`config.mk`:
```
export PLATFORM = sky130hd
export DESIGN_NAME = mobo_master_flat
export DESIGN_NICKNAME = d
export VERILOG_FILES = /design/src/rtl/mobo_master_pkg.sv /design/src/rtl/mobo_master_if.sv /design/src/rtl/mobo_timeout_ctr.sv /design/src/rtl/mobo_master.sv /design/src/flat_wrapper.sv
export SDC_FILE = /design/constraint.sdc
export NUM_CORES = 1
export LEC_CHECK = 0
export BUFFER_PORTS_ARGS = -buffer_cell sky130_fd_sc_hd__buf_4
export CAP_MARGIN = 20
export CORE_MARGIN = 4
export CORE_UTILIZATION = 33
export DETAILED_ROUTE_END_ITERATION = 6
export PLACE_DENSITY = 0.66
export SLEW_MARGIN = 20
export SYNTH_ARGS = -nofsm -noshare
export SYNTH_HDL_FRONTEND = slang
export SYNTH_SLANG_ARGS = --single-unit
```
`constraint.sdc`:
```
create_clock -name clk -period 3.63 [get_ports clk]
set_input_delay 0.1815 -clock clk [delete_from_list [all_inputs] [get_ports clk]]
set_output_delay 0.1815 -clock clk [all_outputs]
set_load 0.02 [all_outputs]
```
`src/rtl/mobo_master_pkg.sv`:
```
// Shared encodings for the motherboard handshake and the bus-master FSM.
package mobo_master_pkg;

    localparam int unsigned WORD_WIDTH_DEF = 8;
    localparam int unsigned BURST_W_DEF    = 4;

    // mobo_ctrl command words
    localparam int unsigned CTRL_NONE  = 0;
    localparam int unsigned CTRL_READ  = 1;
    localparam int unsigned CTRL_WRITE = 2;

    // mobo_stat status words
    localparam int unsigned STAT_IDLE = 0;
    localparam int unsigned STAT_BUSY = 1;
    localparam int unsigned STAT_DONE = 2;

    // master FSM encodings
    localparam int unsigned STATE_W     = 2;
    localparam logic [1:0]  S_IDLE      = 2'd0;
    localparam logic [1:0]  S_WAIT_IDLE = 2'd1;
    localparam logic [1:0]  S_WAIT_DONE = 2'd2;

endpackage

```
`src/rtl/mobo_master_if.sv`:
```
// Request/response and motherboard bus bundle for mobo_master.
interface mobo_master_if #(
    parameter int unsigned WORD_WIDTH = 8,
    parameter int unsigned BURST_W    = 4
);

    logic                  req_valid;
    logic                  req_ready;
    logic                  req_write;
    logic [WORD_WIDTH-1:0] req_addr;
    logic [WORD_WIDTH-1:0] req_data;
    logic [BURST_W-1:0]    req_len;

    logic                  rsp_valid;
    logic [WORD_WIDTH-1:0] rsp_data;
    logic                  rsp_last;
    logic                  rsp_err;
    logic                  busy;

    logic [WORD_WIDTH-1:0] mobo_ctrl;
    logic [WORD_WIDTH-1:0] mobo_stat;
    logic [WORD_WIDTH-1:0] addr_out;
    logic [WORD_WIDTH-1:0] mobodat_out;
    logic [WORD_WIDTH-1:0] mobodat_in;

    modport master (
        input  req_valid, req_write, req_addr, req_data, req_len,
        input  mobo_stat, mobodat_in,
        output req_ready, rsp_valid, rsp_data, rsp_last, rsp_err, busy,
        output mobo_ctrl, addr_out, mobodat_out
    );

    modport slave (
        output req_valid, req_write, req_addr, req_data, req_len,
        output mobo_stat, mobodat_in,
        input  req_ready, rsp_valid, rsp_data, rsp_last, rsp_err, busy,
        input  mobo_ctrl, addr_out, mobodat_out
    );

endinterface

```
`src/rtl/mobo_timeout_ctr.sv`:
```
// Wait-state watchdog: expired flags the last allowed cycle; TIMEOUT=0 disables it.
module mobo_timeout_ctr #(
    parameter int unsigned TIMEOUT = 64
) (
    input  logic clk,
    input  logic rst,
    input  logic clear,
    input  logic enable,
    output logic expired
);

    localparam int unsigned CW = (TIMEOUT > 1) ? $clog2(TIMEOUT) : 1;
    localparam logic [CW-1:0] LAST_CNT = CW'(TIMEOUT - 1);

    logic [CW-1:0] cnt_q;
    logic [CW-1:0] cnt_d;

    // next count: clear wins, otherwise count while enabled
    always_comb begin
        cnt_d = cnt_q;
        if (clear) begin
            cnt_d = '0;
        end else if (enable) begin
            cnt_d = cnt_q + CW'(1);
        end
    end

    // count register
    always_ff @(posedge clk or posedge rst) begin
        if (rst) begin
            cnt_q <= '0;
        end else begin
            cnt_q <= cnt_d;
        end
    end

    assign expired = (TIMEOUT != 0) && enable && (cnt_q == LAST_CNT);

endmodule

```
`src/rtl/mobo_master.sv`:
```
// Bus-master engine: runs the mobo_ctrl/mobo_stat handshake per beat for
// single or burst reads and fill-writes, with per-wait timeout abort.
module mobo_master
    import mobo_master_pkg::*;
#(
    parameter int unsigned WORD_WIDTH  = WORD_WIDTH_DEF,
    parameter int unsigned BURST_W     = BURST_W_DEF,
    parameter int unsigned TIMEOUT     = 64,
    parameter int unsigned ADDR_STRIDE = 1
) (
    input  logic          clk,
    input  logic          rst,
    mobo_master_if.master bus
);

    localparam logic [WORD_WIDTH-1:0] C_NONE  = WORD_WIDTH'(CTRL_NONE);
    localparam logic [WORD_WIDTH-1:0] C_READ  = WORD_WIDTH'(CTRL_READ);
    localparam logic [WORD_WIDTH-1:0] C_WRITE = WORD_WIDTH'(CTRL_WRITE);
    localparam logic [WORD_WIDTH-1:0] ST_IDLE = WORD_WIDTH'(STAT_IDLE);
    localparam logic [WORD_WIDTH-1:0] ST_DONE = WORD_WIDTH'(STAT_DONE);
    localparam logic [WORD_WIDTH-1:0] STRIDE  = WORD_WIDTH'(ADDR_STRIDE);

    logic [STATE_W-1:0]    state_q,     state_d;
    logic [WORD_WIDTH-1:0] ctrl_q,      ctrl_d;
    logic [WORD_WIDTH-1:0] addr_q,      addr_d;
    logic [WORD_WIDTH-1:0] wdat_q,      wdat_d;
    logic                  write_q,     write_d;
    logic [BURST_W-1:0]    left_q,      left_d;
    logic                  rsp_valid_q, rsp_valid_d;
    logic [WORD_WIDTH-1:0] rsp_data_q,  rsp_data_d;
    logic                  rsp_last_q,  rsp_last_d;
    logic                  rsp_err_q,   rsp_err_d;

    logic tmo_clear_c;
    logic tmo_en_c;
    logic tmo_expired;

    // watchdog restarts on every state entry and runs only in wait states
    assign tmo_clear_c = (state_q == S_IDLE) || (state_d != state_q);
    assign tmo_en_c    = (state_q != S_IDLE);

    mobo_timeout_ctr #(
        .TIMEOUT (TIMEOUT)
    ) u_tmo (
        .clk     (clk),
        .rst     (rst),
        .clear   (tmo_clear_c),
        .enable  (tmo_en_c),
        .expired (tmo_expired)
    );

    // next-state and registered-output decode
    always_comb begin
        state_d     = state_q;
        ctrl_d      = ctrl_q;
        addr_d      = addr_q;
        wdat_d      = wdat_q;
        write_d     = write_q;
        left_d      = left_q;
        rsp_valid_d = 1'b0;
        rsp_data_d  = rsp_data_q;
        rsp_last_d  = 1'b0;
        rsp_err_d   = 1'b0;

        case (state_q)
            S_IDLE: begin
                if (bus.req_valid) begin
                    write_d = bus.req_write;
                    wdat_d  = bus.req_data;
                    addr_d  = bus.req_addr;
                    left_d  = bus.req_len;
                    state_d = S_WAIT_IDLE;
                end
            end

            S_WAIT_IDLE: begin
                if (bus.mobo_stat == ST_IDLE) begin
                    ctrl_d  = write_q ? C_WRITE : C_READ;
                    state_d = S_WAIT_DONE;
                end else if (tmo_expired) begin
                    ctrl_d      = C_NONE;
                    rsp_valid_d = 1'b1;
                    rsp_err_d   = 1'b1;
                    rsp_last_d  = 1'b1;
                    rsp_data_d  = '0;
                    state_d     = S_IDLE;
                end
            end

            S_WAIT_DONE: begin
                if (bus.mobo_stat == ST_DONE) begin
                    ctrl_d = C_NONE;
                    if (!write_q) begin
                        rsp_valid_d = 1'b1;
                        rsp_data_d  = bus.mobodat_in;
                        rsp_last_d  = (left_q == '0);
                    end else if (left_q == '0) begin
                        rsp_valid_d = 1'b1;
                        rsp_data_d  = '0;
                        rsp_last_d  = 1'b1;
                    end
                    if (left_q == '0) begin
                        state_d = S_IDLE;
                    end else begin
                        left_d  = left_q - BURST_W'(1);
                        addr_d  = addr_q + STRIDE;
                        state_d = S_WAIT_IDLE;
                    end
                end else if (tmo_expired) begin
                    ctrl_d      = C_NONE;
                    rsp_valid_d = 1'b1;
                    rsp_err_d   = 1'b1;
                    rsp_last_d  = 1'b1;
                    rsp_data_d  = '0;
                    state_d     = S_IDLE;
                end
            end

            default: begin
                ctrl_d  = C_NONE;
                state_d = S_IDLE;
            end
        endcase
    end

    // state and output registers
    always_ff @(posedge clk or posedge rst) begin
        if (rst) begin
            state_q     <= S_IDLE;
            ctrl_q      <= C_NONE;
            addr_q      <= '0;
            wdat_q      <= '0;
            write_q     <= 1'b0;
            left_q      <= '0;
            rsp_valid_q <= 1'b0;
            rsp_data_q  <= '0;
            rsp_last_q  <= 1'b0;
            rsp_err_q   <= 1'b0;
        end else begin
            state_q     <= state_d;
            ctrl_q      <= ctrl_d;
            addr_q      <= addr_d;
            wdat_q      <= wdat_d;
            write_q     <= write_d;
            left_q      <= left_d;
            rsp_valid_q <= rsp_valid_d;
            rsp_data_q  <= rsp_data_d;
            rsp_last_q  <= rsp_last_d;
            rsp_err_q   <= rsp_err_d;
        end
    end

    assign bus.req_ready   = (state_q == S_IDLE);
    assign bus.busy        = (state_q != S_IDLE);
    assign bus.mobo_ctrl   = ctrl_q;
    assign bus.addr_out    = addr_q;
    assign bus.mobodat_out = wdat_q;
    assign bus.rsp_valid   = rsp_valid_q;
    assign bus.rsp_data    = rsp_data_q;
    assign bus.rsp_last    = rsp_last_q;
    assign bus.rsp_err     = rsp_err_q;

endmodule

```
`src/flat_wrapper.sv`:
```
// flat-port wrapper written by rule: the top's interface ports become plain ports
module mobo_master_flat import mobo_master_pkg::*;
#(
    parameter int unsigned WORD_WIDTH  = WORD_WIDTH_DEF,
    parameter int unsigned BURST_W     = BURST_W_DEF,
    parameter int unsigned TIMEOUT     = 64,
    parameter int unsigned ADDR_STRIDE = 1
)
  (clk, rst, bus_req_valid, bus_req_write, bus_req_addr, bus_req_data, bus_req_len, bus_mobo_stat, bus_mobodat_in, bus_req_ready, bus_rsp_valid, bus_rsp_data, bus_rsp_last, bus_rsp_err, bus_busy, bus_mobo_ctrl, bus_addr_out, bus_mobodat_out);
  mobo_master_if #(.WORD_WIDTH(WORD_WIDTH), .BURST_W(BURST_W)) bus_i ();
  input  logic clk;
  input  logic rst;
  input wire logic [$bits(bus_i.req_valid)-1:0] bus_req_valid;
  input wire logic [$bits(bus_i.req_write)-1:0] bus_req_write;
  input wire logic [$bits(bus_i.req_addr)-1:0] bus_req_addr;
  input wire logic [$bits(bus_i.req_data)-1:0] bus_req_data;
  input wire logic [$bits(bus_i.req_len)-1:0] bus_req_len;
  input wire logic [$bits(bus_i.mobo_stat)-1:0] bus_mobo_stat;
  input wire logic [$bits(bus_i.mobodat_in)-1:0] bus_mobodat_in;
  output wire logic [$bits(bus_i.req_ready)-1:0] bus_req_ready;
  output wire logic [$bits(bus_i.rsp_valid)-1:0] bus_rsp_valid;
  output wire logic [$bits(bus_i.rsp_data)-1:0] bus_rsp_data;
  output wire logic [$bits(bus_i.rsp_last)-1:0] bus_rsp_last;
  output wire logic [$bits(bus_i.rsp_err)-1:0] bus_rsp_err;
  output wire logic [$bits(bus_i.busy)-1:0] bus_busy;
  output wire logic [$bits(bus_i.mobo_ctrl)-1:0] bus_mobo_ctrl;
  output wire logic [$bits(bus_i.addr_out)-1:0] bus_addr_out;
  output wire logic [$bits(bus_i.mobodat_out)-1:0] bus_mobodat_out;
  assign bus_i.req_valid = bus_req_valid;
  assign bus_i.req_write = bus_req_write;
  assign bus_i.req_addr = bus_req_addr;
  assign bus_i.req_data = bus_req_data;
  assign bus_i.req_len = bus_req_len;
  assign bus_i.mobo_stat = bus_mobo_stat;
  assign bus_i.mobodat_in = bus_mobodat_in;
  assign bus_req_ready = bus_i.req_ready;
  assign bus_rsp_valid = bus_i.rsp_valid;
  assign bus_rsp_data = bus_i.rsp_data;
  assign bus_rsp_last = bus_i.rsp_last;
  assign bus_rsp_err = bus_i.rsp_err;
  assign bus_busy = bus_i.busy;
  assign bus_mobo_ctrl = bus_i.mobo_ctrl;
  assign bus_addr_out = bus_i.addr_out;
  assign bus_mobodat_out = bus_i.mobodat_out;
  mobo_master #(.WORD_WIDTH(WORD_WIDTH), .BURST_W(BURST_W), .TIMEOUT(TIMEOUT), .ADDR_STRIDE(ADDR_STRIDE)) u_core (.clk(clk), .rst(rst), .bus(bus_i));
endmodule
```
==> impl_metrics.sql, run 1 <==
INSERT INTO impl_metrics (metric_group, metric, value, unit) VALUES
('logic_synthesis', 'syn_inst', '230', ''),
('setup_path', 'critPathKind', 'reg2reg', ''),
('power', 'comb_power_share', '40.1', '%'),
('grt', 'grt_first_pass_wirelength', '9460', 'um'),
('sta', 'period_needed', '2640', 'ps'),
('logic_synthesis', 'synth.mux.area_fraction', '5.08', '%'),
('setup_path', 'crit_path_cell_trace', 'inv_1 -> ha_1 -> inv_1 -> a211oi_2 -> o31ai_4 -> nor4b_1', ''),
('routing', 'routedWlPerCell', '14.3', 'um'),
('cts', 'holdBufCountCts', '0', ''),
('cells_and_area', 'post_route_cells_drive_above_1_share', '33.9', '%'),
('setup_path', 'cp_top_family', 'compound AO/OA/AOI/OAI gates', ''),
('cts', 'cts_buffers', '5', ''),
('die', 'dieWidth', '93.1', 'um'),
('placement', 'place.detailed.instances', '395', ''),
('logic_synthesis', 'synth.distinct_cells', '44', ''),
('logic_synthesis', 'synthTopCellsByArea', 'dfrtp_1, mux2_2, ha_1', ''),
('power', 'leakagePower', '1.48', 'nW'),
('power', 'ir_drop', '0.349', 'mV'),
('routing', 'drt.antenna.violating_nets', '0', ''),
('logic_synthesis', 'synth_compound_area_share', '16.7', '%'),
('cells_and_area', 'layout.cells.most_common_list', 'buf_4, dfrtp_1, nand2_1', ''),
('die', 'start_util', '34.6', '%'),
('job', 'cap_violations', '0', ''),
('die', 'placeableCoreArea', '0.00691', 'sq mm'),
('setup_path', 'crit_path_max_incr_delay', '610', 'ps'),
('setup_path', 'critPathLaunchType', 'register', ''),
('cts', 'buffers_from_clock_root_to_sink_at_most', '2', ''),
('setup_path', 'worst_path_most_repeated_cell', 'inv_1', ''),
('cts', 'clkSinkCount', '48', ''),
('setup_path', 'critical_path.endpoint_type', 'register', ''),
('logic_synthesis', 'yosys.area_share.xor_xnor', '1.47', '%'),
('status', 'status', 'finished clean', ''),
('power', 'switching_share', '38.1', '%'),
('placement', 'placement.io_buffers', '76', ''),
('routing', 'vias_per_cell', '5.03', ''),
('setup_path', 'crit_arrival', '2840', 'ps'),
('cells_and_area', 'num_antenna_cells', '0', ''),
('power', 'cellPowerDensity', '627', 'mW/mm^2'),
('sta', 'slew_headroom', '45.1', '%'),
('sta', 'hold_slack', '12.3', 'ps'),
('sta', 'slew_viol_final', '0', ''),
('sta', 'grt_setup_unrepaired', 'false', ''),
('logic_synthesis', 'synth.top_cell.area_share', '50.2', '%'),
('grt', 'via_count_of_the_first_global_routing_pass', '1971', ''),
('cells_and_area', 'finish.cell_count_without_fillers', '403', ''),
('setup_path', 'reg2reg_from', 'u_core.state_q[0]$_DFF_PP0_', ''),
('routing', 'detailroute.via_count', '2026', ''),
('placement', 'gp_routability_congestion', '0.848', ''),
('sta', 'setup_viol', '0', ''),
('setup_path', 'worstReg2RegEnd', 'u_core.u_tmo.cnt_q[3]$_DFFE_PP0P_', ''),
('cts', 'clock_tree_from_tritoncts', 'built', ''),
('logic_synthesis', 'syn-cell-area', '0.00239', 'sq mm'),
('logic_synthesis', 'yosysSeqAreaShare', '50.2', '%'),
('setup_path', 'rr_worst_depth', '6', ''),
('hold_path', 'timing.hold.worst.class', 'in2async', ''),
('logic_synthesis', 'syn_nets', '277', ''),
('setup_path', 'crit_buf_inv', '2', ''),
('sta', 'tightestPinTransition', '822', 'ps'),
('sta', 'fmaxAchievable', '379', 'MHz'),
('logic_synthesis', 'yosys.area_share.simple', '19.5', '%'),
('sta', 'fin_tns_setup', '0', 'ps'),
('grt', 'groute.usage.overall', '13.7', '%'),
('logic_synthesis', 'synth_top_flop_cell', 'dfrtp_1', ''),
('routing', 'drc', '0', ''),
('sta', 'clk_skew', '7.03', 'ps'),
('sta', 'timing_hold_violations_final', '0', ''),
('setup_path', 'critPathRequiredTime', '3830', 'ps'),
('die', 'die_height', '93.1', 'um'),
('grt', 'number_of_antenna_violations_at_the_first_check_in_global_routing', '0', ''),
('cts', 'clk-insertion-delay-late', '310', 'ps'),
('logic_synthesis', 'number_of_enable_type_register_cells_in_the_synthesized_netlist', '0', '');
-- worst max path at each step --
stage,start,end,slack (ps),depth (start not counted)
final,u_core.state_q[0]$_DFF_PP0_,u_core.u_tmo.cnt_q[3]$_DFFE_PP0P_,990,6
after global routing,u_core.state_q[0]$_DFF_PP0_,u_core.u_tmo.cnt_q[0]$_DFFE_PP0P_,750,6
after CTS,u_core.state_q[0]$_DFF_PP0_,u_core.u_tmo.cnt_q[3]$_DFFE_PP0P_,1000,6
after detailed placement,u_core.state_q[0]$_DFF_PP0_,u_core.u_tmo.cnt_q[3]$_DFFE_PP0P_,1040,6
after global placement,u_core.state_q[0]$_DFF_PP0_,u_core.u_tmo.cnt_q[3]$_DFFE_PP0P_,1120,6
after floorplan,u_core.state_q[0]$_DFF_PP0_,u_core.bus.addr_out[4]$_DFFE_PP0P_,1570,7
-- logic make-up (layout without fill, tap and decap cells) --
family                   after synthesis  after routing
AO/OA/AOI/OAI                         54             54
XOR/XNOR                               4              4
adder cells (fa/ha/maj)                7              7
buffers and inverters                 21             98
flip-flops                            48             48
multiplexers                          11             11
AND/OR/NAND/NOR                       85             85
-- through the flow --
step                      setup slack [ps]  total power [mW]  area (sq um)
after floorplan                       1570              1.30          2390
after global placement                1120              1.59          3050
after detailed placement              1040              1.61          3050
after CTS                             1000              2.01          3170
after global routing                   754              2.12          3170
final                                  991              1.99          3170
-- power by group through the flow --
stage          registers [mW]  logic, mW  clock network [mW]
4_1_cts                 0.793      0.808               0.409
5_1_grt                 0.816      0.878               0.431
3_5_place_dp            0.804      0.804                   0
2_1_floorplan           0.887      0.411                   0
6_report                0.794      0.796               0.398
3_3_place_gp            0.797      0.792                   0
-- final cells by class --
cell class	count	area, sq um
Tap cell	96	120
Clock inverter	3	46.3
Fill cell	701	3740
Inverter	14	53.8
Clock buffer	5	68.8
Multi-Input combinational cell	161	1110
Timing Repair Buffer	76	571
Sequential cell	48	1200
-- registers in the layout (all words and copies together) (netlist names), 2 cells and up --
name                    flops
u_core.bus.addr_out         8
u_core.bus.mobo_ctrl        8
u_core.bus.mobodat_out      8
u_core.bus.rsp_data         8
u_core.u_tmo.cnt_q          6
u_core.left_q               4
u_core.state_q              2
-- metal layers --
metal  track usage [%]  wire length (um)  vias to the layer above  part of all wire [%]
met2              21.4              2780                       64                    48
met4              3.79                66                        0                   1.1
met3              3.38               321                        7                   5.6
li1                  -                 -                      984                     -
met1              18.9              2600                      971                    45
met5                 0                 0                        -                     0
-- worst register-to-register path: stages (launching register included) --
cell and delay (ps):
dfrtp_1 460, inv_1 130, ha_1 610, inv_1 410, a211oi_2 460, o31ai_4 160
nor4b_1 310
-- synth_stat cells, types with 2 or more instances --
cell type,count
dfrtp_1,48
nand2_1,22
inv_1,14
nor2_1,13
o21ai_0,13
a22o_1,9
mux2_2,9
nand3_1,9
a21oi_1,8
nor3_1,8
ha_1,7
nor2b_1,7
a31oi_1,5
clkbuf_1,5
nand4_1,5
or3_1,5
and3_1,4
o22a_1,4
o311ai_0,3
xnor2_1,3
mux2i_1,2
nor4b_1,2
o22ai_1,2
o31ai_4,2
or3b_1,2
Power figures use the tool's default switching activity.
==> run 2: changes to the inputs <==
--- a/config.mk
+++ b/config.mk
@@ -10,7 +10,7 @@
 export CORE_MARGIN = 4
 export CORE_UTILIZATION = 33
 export DETAILED_ROUTE_END_ITERATION = 6
-export PLACE_DENSITY = 0.66
+export PLACE_DENSITY = 0.68
 export SLEW_MARGIN = 20
 export SYNTH_ARGS = -nofsm -noshare
 export SYNTH_HDL_FRONTEND = slang
==> constraint.sdc (replaced) <==
create_clock -name clk -period 2.4 [get_ports clk]
set_input_delay 0.12 -clock clk [delete_from_list [all_inputs] [get_ports clk]]
set_output_delay 0.12 -clock clk [all_outputs]
set_load 0.02 [all_outputs]
==> run 2 against run 1 <==
Compared with the run above: clock skew up 2.5 ps; critical endpoint is now u_core.u_tmo.cnt_q[0]$_DFFE_PP0P_; sequential share of layout area decreased by 0.53 points; power grew 49%; non-clock buffer count up 8; via count is 3.5% higher; count of clock-buffer cells in the layout increased by 1; setup slack lost 810 ps; first-iteration DRC count rose by 14%; register-to-register slack worse by 810 ps.
==> impl_metrics.sql, run 2 (same netlist as run 1, synthesis figures left out) <==
INSERT INTO impl_metrics (metric_group, metric, value, unit) VALUES
('grt', 'grt_start_max_net_pins', '49', ''),
('grt', 'number_of_antenna_violations_at_the_first_check_in_global_routing', '0', ''),
('cts', 'buffers_from_clock_root_to_sink_at_most', '2', ''),
('power', 'cellPowerDensity', '921', 'mW/mm^2'),
('die', 'start_util', '34.6', '%'),
('placement', 'half_perimeter_wire_length_of_the_detailed_placement_result', '4550', 'um'),
('setup_path', 'reg2reg_setup_slack', '180', 'ps'),
('sta', 'grt_setup_unrepaired', 'false', ''),
('sta', 'fmaxAchievable', '450', 'MHz'),
('cts', 'clock_tree_from_tritoncts', 'built', ''),
('cts', 'root_buffer', 'clkbuf_8', ''),
('setup_path', 'cp_top_family', 'compound AO/OA/AOI/OAI gates', ''),
('power', 'power.sequential.fraction', '40.5', '%'),
('sta', 'fin_tns_setup', '0', 'ps'),
('grt', 'groute.usage.overall', '14.5', '%'),
('routing', 'drc', '0', ''),
('cells_and_area', 'finish.cell_count_without_fillers', '411', ''),
('setup_path', 'critPathRequiredTime', '2590', 'ps'),
('cts', 'cts_post_setup_buffers_inserted', '0', ''),
('cts', 'cts_buffers', '5', ''),
('power', 'comb_power_share', '42.2', '%'),
('hold_path', 'timing.hold.worst.class', 'in2reg', ''),
('sta', 'timing_hold_violations_final', '0', ''),
('power', 'ir_drop', '0.398', 'mV'),
('setup_path', 'crit_arrival', '2410', 'ps'),
('status', 'status', 'finished clean', ''),
('power', 'power', '2.96', 'mW'),
('hold_path', 'hold_path_depth', '3', ''),
('setup_path', 'critPathKind', 'reg2reg', ''),
('routing', 'initialDrtViolationCount', '140', ''),
('die', 'die_height', '93.1', 'um'),
('setup_path', 'crit_buf_inv', '2', ''),
('power', 'switching_share', '39.0', '%'),
('sta', 'period_share', '92.5', '%'),
('setup_path', 'crit_path_max_incr_delay', '450', 'ps'),
('setup_path', 'cp_max_fo', '7', ''),
('cts', 'clkSinkCount', '48', ''),
('cts', 'cts.reportedPaths.clkPinSlew', '90', 'ps'),
('die', 'floorplan.die_area', '0.00867', 'sq mm'),
('hold_path', 'hold_path_startpoint', 'bus_req_addr[4]', ''),
('routing', 'routedWlPerCell', '14.7', 'um'),
('hold_path', 'worst_hold_path.endpoint', 'u_core.bus.addr_out[4]$_DFFE_PP0P_', ''),
('cells_and_area', 'num_antenna_cells', '0', ''),
('grt', 'grt_first_pass_wirelength', '10000', 'um'),
('power', 'total_switching_power', '1.16', 'mW'),
('setup_path', 'reg2reg_from', 'u_core.state_q[1]$_DFF_PP0_', ''),
('placement', 'place.detailed.instances', '402', ''),
('setup_path', 'worst_path_most_repeated_cell', 'inv_1', ''),
('setup_path', 'critPathLaunchType', 'register', ''),
('setup_path', 'critical_path.endpoint_type', 'register', ''),
('power', 'power.internal', '1.81', 'mW'),
('cells_and_area', 'num-nets-final', '361', ''),
('cells_and_area', 'layout.cells.most_common_list', 'buf_4, dfrtp_1, nand2_1', ''),
('sta', 'tightestPinTransition', '632', 'ps'),
('setup_path', 'rr_worst_depth', '7', ''),
('die', 'io_pins', '77', ''),
('cells_and_area', 'area.growth.synth_to_final', '34.5', '%'),
('cells_and_area', 'post_route_cells_drive_above_1_share', '35.6', '%'),
('sta', 'period_needed', '2220', 'ps'),
('job', 'cap_violations', '0', ''),
('placement', 'placement.io_buffers', '76', ''),
('sta', 'slew_viol_final', '0', ''),
('placement', 'gp_routability_congestion', '0.877', ''),
('setup_path', 'slowest_stage', 'dfrtp_1', ''),
('sta', 'setup_viol', '0', ''),
('routing', 'detail_route.wirelength', '6030', 'um'),
('die', 'row_count', '30', ''),
('sta', 'clk_skew', '9.55', 'ps'),
('cells_and_area', 'layout_commonest_cell', 'buf_4', ''),
('cells_and_area', 'layout.filler_cells', '681', ''),
('die', 'dieWidth', '93.1', 'um'),
('die', 'placeableCoreArea', '0.00691', 'sq mm'),
('power', 'power.share.clock', '17.3', '%'),
('setup_path', 'crit_path_cell_trace', 'inv_1 -> ha_1 -> inv_1 -> and4_1 -> a211oi_2 -> o31ai_4 -> nor4b_1', ''),
('routing', 'drt.antenna.violating_nets', '0', ''),
('cts', 'clk-insertion-delay-late', '300', 'ps'),
('grt', 'grt-ovfl-total', '0', ''),
('routing', 'drtPass1Iterations', '4', ''),
('setup_path', 'worstReg2RegEnd', 'u_core.u_tmo.cnt_q[0]$_DFFE_PP0P_', ''),
('cts', 'cts-htree-levels', '2', ''),
('grt', 'via_count_of_the_first_global_routing_pass', '2106', ''),
('routing', 'vias_per_cell', '5.10', ''),
('sta', 'slew_headroom', '57.7', '%'),
('power', 'leakagePower', '1.50', 'nW'),
('routing', 'detailroute.via_count', '2096', '');
[run 2: cell types whose count changed in the layout (fill, tap and decap cells not counted), sizes merged]
cell | previous run | this run
buf | 76 | 83
bufinv | 1 | 0
clkinv | 1 | 0
clkbuf | 5 | 6
clkinvlp | 1 | 2
dlygate4sd3 | 0 | 1
[run 2: worst max path at each step]
| stage | endpoint | depth (start not counted) | slack, ps | startpoint |
|---|---|---|---|---|
| after floorplan | u_core.bus.addr_out[4]$_DFFE_PP0P_ | 7 | 340 | u_core.state_q[0]$_DFF_PP0_ |
| after global placement | u_core.left_q[3]$_DFFE_PP0P_ | 7 | 260 | u_core.left_q[0]$_DFFE_PP0P_ |
| after detailed placement | u_core.left_q[3]$_DFFE_PP0P_ | 7 | 180 | u_core.left_q[0]$_DFFE_PP0P_ |
| after CTS | u_core.left_q[3]$_DFFE_PP0P_ | 7 | 160 | u_core.left_q[0]$_DFFE_PP0P_ |
| after global routing | u_core.bus.rsp_data[3]$_DFFE_PP0P_ | 6 | 10 | u_core.state_q[0]$_DFF_PP0_ |
| final | u_core.u_tmo.cnt_q[0]$_DFFE_PP0P_ | 7 | 180 | u_core.state_q[1]$_DFF_PP0_ |
[run 2: per-layer routing]
layer	share of wire (%)	vias up	wire length, um	GRT usage, %
met1	43	1012	2600	18.3
met5	0	-	0	0
met4	1.1	0	67	3.91
met3	5.9	8	358	3.54
met2	50	80	3000	24.8
li1	-	996	-	-
[run 2: worst reg2reg max path: cells and delay by family, from the launching register on]
family | cells | cell delay (ps)
AO/OA/AOI/OAI | 2 | 620
adder cells (fa/ha/maj) | 1 | 280
buffers and inverters | 2 | 240
flip-flops | 1 | 450
AND/OR/NAND/NOR | 2 | 530
[run 2: power by group through the flow]
stage / registers [mW] / clock network, mW / logic [mW]
3_3_place_gp: 1.20 / 0 / 1.24
3_5_place_dp: 1.21 / 0 / 1.26
6_report: 1.20 / 0.513 / 1.25
4_1_cts: 1.20 / 0.533 / 1.26
2_1_floorplan: 1.34 / 0 / 0.622
5_1_grt: 1.24 / 0.567 / 1.37
[run 2: final cells by class]
cell class	count	area (sq um)	share of cell area, %
Sequential cell	48	1200	37.4
Multi-Input combinational cell	161	1110	34.6
Timing Repair Buffer	84	633	19.7
Tap cell	96	120	3.74
Clock buffer	6	82.6	2.57
Inverter	14	52.6	1.63
Clock inverter	2	15.0	0.467
[run 2: timing repair]
action | 4_1_cts | 5_1_grt
endpoints found under the setup margin | 0 | 3
hold endpoints to repair | 28 | 0
gates resized for setup | 0 | 1
hold buffers | 1 | 0
[run 2: metrics by stage]
| stage | setup WS (ps) | hold slack [ps] | area (sq um) | utilization, % |
|---|---|---|---|---|
| after floorplan | 340 | 243 | 2390 | - |
| after global placement | 264 | 328 | 3110 | 45.0 |
| after detailed placement | 180 | 331 | 3110 | 45.0 |
| after CTS | 164 | 20.5 | 3210 | 46.5 |
| after global routing | 13.2 | 22.9 | 3220 | 46.6 |
| final | 180 | 27.4 | 3220 | 46.6 |
